**src/rtl/alu_pkg.sv**
```systemverilog
// Shared types and constants for the ALU op sequencer.
// ALU_OP_SEQUENCER_ECHO_EN adds the ECHO sequencer state.
package alu_pkg;

    localparam int unsigned DATA_W        = 32;
    localparam int unsigned BYTE_W        = 8;
    localparam int unsigned LEN_W         = 16;
    localparam int unsigned HDR_BYTES     = 4;
    localparam int unsigned MIN_ARITH_LEN = HDR_BYTES + DATA_W / BYTE_W;

    localparam logic [BYTE_W-1:0] OP_ADD  = 8'h10;
    localparam logic [BYTE_W-1:0] OP_MUL  = 8'h11;
    localparam logic [BYTE_W-1:0] OP_DIV  = 8'h12;
    localparam logic [BYTE_W-1:0] OP_ECHO = 8'hEC;

    typedef enum logic [1:0] {
        UOP_ADD = 2'd0,
        UOP_MUL = 2'd1,
        UOP_DIV = 2'd2
    } unit_op_e;

    typedef enum logic [3:0] {
        S_IDLE   = 4'd0,
        S_HDR1   = 4'd1,
        S_LEN_LO = 4'd2,
        S_LEN_HI = 4'd3,
        S_OPND   = 4'd4,
        S_ISSUE  = 4'd5,
        S_WAIT   = 4'd6,
        S_TX     = 4'd7,
        S_DRAIN  = 4'd8
`ifdef ALU_OP_SEQUENCER_ECHO_EN
        ,
        S_ECHO   = 4'd9
`endif
    } seq_state_e;

    // Packet opcode to unit operation; non-arithmetic opcodes never reach the unit.
    function automatic unit_op_e op_to_uop(input logic [BYTE_W-1:0] opc);
        unit_op_e uop;
        case (opc)
            OP_MUL:  uop = UOP_MUL;
            OP_DIV:  uop = UOP_DIV;
            default: uop = UOP_ADD;
        endcase
        return uop;
    endfunction

endpackage

```
**src/rtl/alu_seq_word_tx.sv**
```systemverilog
// 32-bit word to four big-endian bytes with a registered valid/ready output.
module alu_seq_word_tx
    import alu_pkg::*;
(
    input  logic              clk_i,
    input  logic              rst_i,
    input  logic              i_load,
    input  logic [DATA_W-1:0] i_word,
    input  logic              i_ready,
    output logic              o_valid,
    output logic [BYTE_W-1:0] o_data,
    output logic              o_last_c
);

    logic                     r_valid;
    logic [BYTE_W-1:0]        r_data;
    logic [DATA_W-BYTE_W-1:0] r_shift;
    logic [1:0]               r_cnt;

    // Byte 0 is presented on load; each handshake shifts in the next byte.
    always_ff @(posedge clk_i or posedge rst_i) begin
        if (rst_i) begin
            r_valid <= 1'b0;
            r_data  <= '0;
            r_shift <= '0;
            r_cnt   <= 2'd0;
        end else if (i_load) begin
            r_valid <= 1'b1;
            r_data  <= i_word[DATA_W-1 -: BYTE_W];
            r_shift <= i_word[DATA_W-BYTE_W-1:0];
            r_cnt   <= 2'd0;
        end else if (r_valid && i_ready) begin
            if (r_cnt == 2'd3) begin
                r_valid <= 1'b0;
                r_data  <= '0;
            end else begin
                r_data  <= r_shift[DATA_W-BYTE_W-1 -: BYTE_W];
                r_shift <= {r_shift[DATA_W-2*BYTE_W-1:0], BYTE_W'(0)};
                r_cnt   <= r_cnt + 2'd1;
            end
        end
    end

    assign o_valid  = r_valid;
    assign o_data   = r_data;
    assign o_last_c = r_valid && i_ready && (r_cnt == 2'd3);

endmodule

```
**src/rtl/alu_op_sequencer.sv**
```systemverilog
// Packet controller folding big-endian operands through the shared iterative unit.
// ALU_OP_SEQUENCER_ECHO_EN enables opcode 0xEC payload echo.
module alu_op_sequencer
    import alu_pkg::*;
(
    input  logic              clk_i,
    input  logic              rst_i,
    input  logic              valid_i,
    input  logic [BYTE_W-1:0] data_i,
    output logic              ready_o,
    output logic              valid_o,
    output logic [BYTE_W-1:0] data_o,
    input  logic              ready_i,
    output logic              unit_v_o,
    input  logic              unit_ready_i,
    output logic [1:0]        unit_op_o,
    output logic [DATA_W-1:0] unit_a_o,
    output logic [DATA_W-1:0] unit_b_o,
    input  logic              unit_v_i,
    input  logic [DATA_W-1:0] unit_result_i,
    output logic              unit_yumi_o
);

    seq_state_e               r_state;
    seq_state_e               w_state_next;
    logic [BYTE_W-1:0]        r_opcode;
    logic [BYTE_W-1:0]        r_len_lo;
    logic [LEN_W-1:0]         r_rem;
    logic                     r_first;
    unit_op_e                 r_uop;
    logic [DATA_W-1:0]        r_acc;
    logic [DATA_W-1:0]        r_b;
    logic [DATA_W-BYTE_W-1:0] r_word;

    logic                     w_rx_fire;
    logic [LEN_W-1:0]         w_len;
    logic [LEN_W-1:0]         w_rem;
    logic                     w_len_short;
    logic                     w_is_arith;
    logic                     w_is_echo;
    logic                     w_malformed;
    logic [DATA_W-1:0]        w_word_full;
    logic                     w_word_last;
    logic                     w_tx_load;
    logic [DATA_W-1:0]        w_tx_word;
    logic                     w_tx_valid;
    logic [BYTE_W-1:0]        w_tx_data;
    logic                     w_tx_last;

`ifdef ALU_OP_SEQUENCER_ECHO_EN
    logic                     r_echo_valid;
    logic [BYTE_W-1:0]        r_echo_data;
`endif

    assign w_rx_fire   = valid_i && ready_o;
    assign w_len       = {data_i, r_len_lo};
    assign w_rem       = w_len - LEN_W'(HDR_BYTES);
    assign w_len_short = w_len < LEN_W'(HDR_BYTES);
    assign w_is_arith  = (r_opcode == OP_ADD) || (r_opcode == OP_MUL) || (r_opcode == OP_DIV);
`ifdef ALU_OP_SEQUENCER_ECHO_EN
    assign w_is_echo   = (r_opcode == OP_ECHO);
`else
    assign w_is_echo   = 1'b0;
`endif
    assign w_malformed = w_is_echo ? w_len_short
                                   : (!w_is_arith || (w_len < LEN_W'(MIN_ARITH_LEN)) || (w_rem[1:0] != 2'd0));
    assign w_word_full = {r_word, data_i};
    // Remaining count starts word-aligned, so its low bits mark the 4th byte of a word.
    assign w_word_last = (r_rem[1:0] == 2'd1);

    always_ff @(posedge clk_i or posedge rst_i) begin
        if (rst_i) r_state <= S_IDLE;
        else       r_state <= w_state_next;
    end

    always_comb begin
        w_state_next = r_state;
        w_tx_load    = 1'b0;
        w_tx_word    = w_word_full;
        case (r_state)
            S_IDLE:   if (w_rx_fire) w_state_next = S_HDR1;
            S_HDR1:   if (w_rx_fire) w_state_next = S_LEN_LO;
            S_LEN_LO: if (w_rx_fire) w_state_next = S_LEN_HI;
            S_LEN_HI: begin
                if (w_rx_fire) begin
                    if (w_malformed)
                        w_state_next = (w_len_short || (w_rem == '0)) ? S_IDLE : S_DRAIN;
`ifdef ALU_OP_SEQUENCER_ECHO_EN
                    else if (w_is_echo)
                        w_state_next = (w_rem == '0) ? S_IDLE : S_ECHO;
`endif
                    else
                        w_state_next = S_OPND;
                end
            end
            S_OPND: begin
                if (w_rx_fire && w_word_last) begin
                    if (!r_first) begin
                        w_state_next = S_ISSUE;
                    end else if (r_rem == LEN_W'(1)) begin
                        w_state_next = S_TX;
                        w_tx_load    = 1'b1;
                    end
                end
            end
            S_ISSUE:  if (unit_ready_i) w_state_next = S_WAIT;
            S_WAIT: begin
                if (unit_v_i) begin
                    w_tx_word = unit_result_i;
                    if (r_rem == '0) begin
                        w_state_next = S_TX;
                        w_tx_load    = 1'b1;
                    end else begin
                        w_state_next = S_OPND;
                    end
                end
            end
            S_TX:     if (w_tx_last) w_state_next = S_IDLE;
            S_DRAIN:  if (w_rx_fire && (r_rem == LEN_W'(1))) w_state_next = S_IDLE;
`ifdef ALU_OP_SEQUENCER_ECHO_EN
            S_ECHO:   if ((r_rem == '0) && !r_echo_valid) w_state_next = S_IDLE;
`endif
            default:  w_state_next = S_IDLE;
        endcase
    end

    // Header fields, operand assembly and accumulator.
    always_ff @(posedge clk_i or posedge rst_i) begin
        if (rst_i) begin
            r_opcode <= '0;
            r_len_lo <= '0;
            r_rem    <= '0;
            r_first  <= 1'b0;
            r_uop    <= UOP_ADD;
            r_acc    <= '0;
            r_b      <= '0;
            r_word   <= '0;
        end else begin
            case (r_state)
                S_IDLE:   if (w_rx_fire) r_opcode <= data_i;
                S_LEN_LO: if (w_rx_fire) r_len_lo <= data_i;
                S_LEN_HI: begin
                    if (w_rx_fire) begin
                        r_rem   <= w_len_short ? '0 : w_rem;
                        r_first <= 1'b1;
                        r_uop   <= op_to_uop(r_opcode);
                    end
                end
                S_OPND: begin
                    if (w_rx_fire) begin
                        r_rem  <= r_rem - LEN_W'(1);
                        r_word <= w_word_full[DATA_W-BYTE_W-1:0];
                        if (w_word_last) begin
                            if (r_first) begin
                                r_acc   <= w_word_full;
                                r_first <= 1'b0;
                            end else begin
                                r_b     <= w_word_full;
                            end
                        end
                    end
                end
                S_WAIT:   if (unit_v_i) r_acc <= unit_result_i;
                S_DRAIN:  if (w_rx_fire) r_rem <= r_rem - LEN_W'(1);
`ifdef ALU_OP_SEQUENCER_ECHO_EN
                S_ECHO:   if (w_rx_fire) r_rem <= r_rem - LEN_W'(1);
`endif
                default: ;
            endcase
        end
    end

`ifdef ALU_OP_SEQUENCER_ECHO_EN
    // One-entry echo buffer; RX is stalled while it holds a byte.
    always_ff @(posedge clk_i or posedge rst_i) begin
        if (rst_i) begin
            r_echo_valid <= 1'b0;
            r_echo_data  <= '0;
        end else if ((r_state == S_ECHO) && w_rx_fire) begin
            r_echo_valid <= 1'b1;
            r_echo_data  <= data_i;
        end else if (r_echo_valid && ready_i) begin
            r_echo_valid <= 1'b0;
            r_echo_data  <= '0;
        end
    end
`endif

    always_comb begin
        ready_o = 1'b0;
        case (r_state)
            S_IDLE, S_HDR1, S_LEN_LO, S_LEN_HI, S_OPND, S_DRAIN: ready_o = 1'b1;
`ifdef ALU_OP_SEQUENCER_ECHO_EN
            S_ECHO:  ready_o = !r_echo_valid;
`endif
            default: ready_o = 1'b0;
        endcase
    end

    alu_seq_word_tx u_word_tx (
        .clk_i    (clk_i),
        .rst_i    (rst_i),
        .i_load   (w_tx_load),
        .i_word   (w_tx_word),
        .i_ready  (ready_i),
        .o_valid  (w_tx_valid),
        .o_data   (w_tx_data),
        .o_last_c (w_tx_last)
    );

`ifdef ALU_OP_SEQUENCER_ECHO_EN
    assign valid_o = w_tx_valid | r_echo_valid;
    assign data_o  = w_tx_data | r_echo_data;
`else
    assign valid_o = w_tx_valid;
    assign data_o  = w_tx_data;
`endif

    assign unit_v_o    = (r_state == S_ISSUE);
    assign unit_op_o   = r_uop;
    assign unit_a_o    = r_acc;
    assign unit_b_o    = r_b;
    assign unit_yumi_o = (r_state == S_WAIT) && unit_v_i;

endmodule

```
**config.mk**
```make
export PLATFORM = sky130hd
export DESIGN_NAME = alu_op_sequencer
export DESIGN_NICKNAME = d
export VERILOG_FILES = /design/src/rtl/alu_pkg.sv /design/src/rtl/alu_seq_word_tx.sv /design/src/rtl/alu_op_sequencer.sv
export SDC_FILE = /design/constraint.sdc
export NUM_CORES = 1
export LEC_CHECK = 0
export BUFFER_PORTS_ARGS = -buffer_cell sky130_fd_sc_hd__buf_2
export CAP_MARGIN = 20
export CORE_MARGIN = 4
export CORE_UTILIZATION = 30
export CTS_CLUSTER_DIAMETER = 120
export CTS_CLUSTER_SIZE = 30
export DETAILED_ROUTE_END_ITERATION = 8
export GPL_TIMING_DRIVEN = 0
export PLACE_DENSITY = 0.48
export SLEW_MARGIN = 30
export SYNTH_ARGS = -nofsm -noshare
export SYNTH_HDL_FRONTEND = slang
export SYNTH_SLANG_ARGS = --single-unit
```
**constraint.sdc**
```tcl
create_clock -name clk_i -period 10.3 [get_ports clk_i]
set_input_delay 1.03 -clock clk_i [delete_from_list [all_inputs] [get_ports clk_i]]
set_output_delay 1.03 -clock clk_i [all_outputs]
set_load 0.01 [all_outputs]
```
==> run summary <==
Sink Count: 162
Slew HR: 40.75%
Die Y-Extent: 173.6 um
Period utilisation layout: 33.62%
Syn Area/Cell: 10.56 um^2
CP startpoint: r_state[2]$_DFFE_PP0P_
H-tree levels: 4
DRT iter0 DRCs: 460
Min cycle time layout: 3463 ps
Fraction of registers with async set/reset: 100.0%
Post-DRT Antenna Nets: 0
Synthesized flop and latch total: 162
First-pass GRT wire length: 39.14 mm
Nets: 972
EDFF count, synth: 0
I/O pin count: 124
Crit path DAT: 2430 ps
Final Setup Violations: 0
Gr ovfl total: 0
Fillers: 2739
Routed len/inst: 19.55 um
Worst Setup End Kind: output pin
Reg area: 0.004054 mm^2
GRT Util Overall: 16.57%
Clock root buffer: clkbuf_16
Cell count after synthesis: 779
Post-CTS Resized: 0
Dominant synthesized flop cell: dfrtp_1
Gp weighted congestion: 0.8289
Crit Reg-Reg Startpoint: r_state[0]$_DFFE_PP0P_
Yosys warns: 0
Hold Vio Cnt, Final: 0
FP Rows: 60
Fin. max-slew vios: 0
Initial antenna violation count: 0
Initial core utilization: 30.52%
CTS Hold Buffers Added: 0
Port-buffer cells: 120
Post-Syn Area: 0.008225 mm^2
WL final: 24.91 mm
Via count: 6390
Max cap viols: 0
Setup CP Type: reg2out
Peak Freq: 0.2888 GHz
Die width: 173.6 um
Critical Path RT: 9270 ps
Postcts setup bufs: 0
Commonest non-fill, non-tap cells in the layout: 162 x dfrtp_1, 138 x buf_2, 111 x mux2i_1, 107 x nand2_1, 59 x nor2_1
Fin Clk Skew: 11.94 ps
Min-Delay Path Class: reg2reg
TritonCTS clock tree: built
Setup crit end: unit_yumi_o
Die footprint: 0.03013 mm^2
Pwr Density: 205.7 mW/mm^2
RSZ-0062 raised after global routing: false
Synth Net Count: 831
Largest net degree at the start of global routing: 83
Pleak: 4.638 nW
Drt pass-1 iters: 5
Share of layout cells above drive strength 1: 25.51%
Reg-to-reg slack, setup: 7670 ps
Hold Worst Slack: 474.1 ps
Seq/Total Area, Yosys: 49.29%
Total Neg Setup Slack: 0 ps
Vias in the first global route: 6503
DPL Wire Length: 17.98 mm
FF-to-FF End: unit_b_o[5]$_DFFE_PP0P_
DR vias/cell: 5.016
Multi-input logic area: 0.003849 mm^2
Most common cell after layout, fill and taps aside: dfrtp_1
Peak supply drop: 83.80 uV
ANT cells: 0
Clk buf depth: 2
Area Overhead vs Synth: 20.52%
Clock-pin slew on the worst setup and hold paths: 70 ps
Drt drc: 0
Core area: 0.02695 mm^2
Slew of the pin with the lowest slew margin: 880.7 ps
CP Max Fanout: 10
CTS Buf Count: 17
Cell depth of the worst flop-to-flop path: 7
Worst-skew pair later-pin latency: 440 ps
CP Launch Type: flop
Netlist cell types: 61
Status: complete, no violations
-- registers in the layout, summed over array words and instances, names as in the netlist --
| signal | cells |
|---|---|
| unit_a_o | 32 |
| u_word_tx.r_cnt | 2 |
| unit_op_o | 2 |
| u_word_tx.r_shift | 24 |
| r_rem | 16 |
| r_state | 4 |
| r_opcode | 8 |
| r_len_lo | 8 |
| unit_b_o | 32 |
| u_word_tx.o_data | 8 |
| u_word_tx.o_valid | 1 |
| r_first | 1 |
| r_word | 24 |
-- per-stage QoR --
stage	util (%)	setup WS (ps)	cells	instance area, um^2	power, mW
after floorplan	-	4893	779	8225	1.212
after global placement	34.33	2505	1240	9253	1.394
after detailed placement	34.58	7025	1242	9319	1.404
after CTS	36.78	6806	1274	9913	2.056
after global routing	36.78	6715	1274	9913	2.161
final	36.78	6837	1274	9913	2.039
-- cells by family after synthesis --
logic type | share of synthesized area (%)
multiplexers | 19.81
adder cells (fa/ha/maj) | 0.9127
AO/OA/AOI/OAI | 9.325
flip-flops | 49.29
AND/OR/NAND/NOR | 15.32
XOR/XNOR | 1.384
buffers and inverters | 3.970
-- how the worst min path moves through the flow --
| stage | slack, ps | from | cells after the start | to |
|---|---|---|---|---|
| after floorplan | 440 | r_rem[12]$_DFFE_PP0P_ | 1 | r_rem[12]$_DFFE_PP0P_ |
| after global placement | 460 | r_rem[12]$_DFFE_PP0P_ | 1 | r_rem[12]$_DFFE_PP0P_ |
| after detailed placement | 460 | r_rem[12]$_DFFE_PP0P_ | 1 | r_rem[12]$_DFFE_PP0P_ |
| after CTS | 470 | r_rem[12]$_DFFE_PP0P_ | 1 | r_rem[12]$_DFFE_PP0P_ |
| after global routing | 490 | r_rem[12]$_DFFE_PP0P_ | 1 | r_rem[12]$_DFFE_PP0P_ |
| final | 470 | r_rem[12]$_DFFE_PP0P_ | 1 | r_rem[12]$_DFFE_PP0P_ |
-- area by class of cell --
type	count	area share [%]
well taps	341	4.304
multi-input cells	553	38.82
clock inverters	13	1.426
inverters	9	0.4165
plain buffers	55	2.953
repair buffers	122	6.614
clock buffers	19	4.569
flip-flops and latches	162	40.89
-- power breakdown --
part | total, mW | switching (mW) | internal (mW) | leakage, nW
sequential | 0.847 | 0.101 | 0.747 | 2.19
combinational | 0.543 | 0.314 | 0.230 | 2.15
clock | 0.648 | 0.294 | 0.355 | 0.294
-- synthesized netlist by cell type (all sizes together) (3+ instances only) --
| library cell | instances | area share (%) |
|---|---|---|
| dfrtp | 162 | 49 |
| mux2i | 111 | 14 |
| nand2 | 107 | 4.9 |
| nor2 | 59 | 2.7 |
| a21oi | 51 | 3.1 |
| mux2 | 46 | 6.3 |
| clkbuf | 32 | 1.5 |
| o21ai | 31 | 1.9 |
| buf | 23 | 2.1 |
| nand3 | 10 | 0.61 |
| inv | 9 | 0.41 |
| nor4 | 9 | 0.94 |
| nor3 | 8 | 0.55 |
| nor3b | 8 | 0.73 |
| xnor2 | 8 | 0.85 |
| or3 | 7 | 0.59 |
| ha | 6 | 0.91 |
| nand4 | 6 | 0.46 |
| nor4b | 6 | 0.64 |
| nand2b | 5 | 0.38 |
| o311ai | 5 | 0.53 |
| o31a | 5 | 0.53 |
| xor2 | 5 | 0.53 |
| a221o | 4 | 0.49 |
| a31oi | 4 | 0.30 |
| and2 | 4 | 0.30 |
| or2 | 4 | 0.30 |
| or4 | 4 | 0.41 |
| nand3b | 3 | 0.27 |
| nand4b | 3 | 0.32 |
| o32a | 3 | 0.37 |
-- metal layers --
layer	track usage, %	up-vias	part of all wire, %
li1	-	3062	-
met1	23.07	3169	48
met2	27.03	140	48
met3	2.879	19	3.4
met4	4.058	0	1.3
met5	0	-	0
-- worst max-delay path, stage by stage, from the launching register on --
cell and delay (ps):
dfrtp_1 310, buf_2 200, and4bb_2 230, buf_2 260
and2_1 160, buf_2 240, buf_2 370, buf_2 200
(Power assumes the default switching activity.)
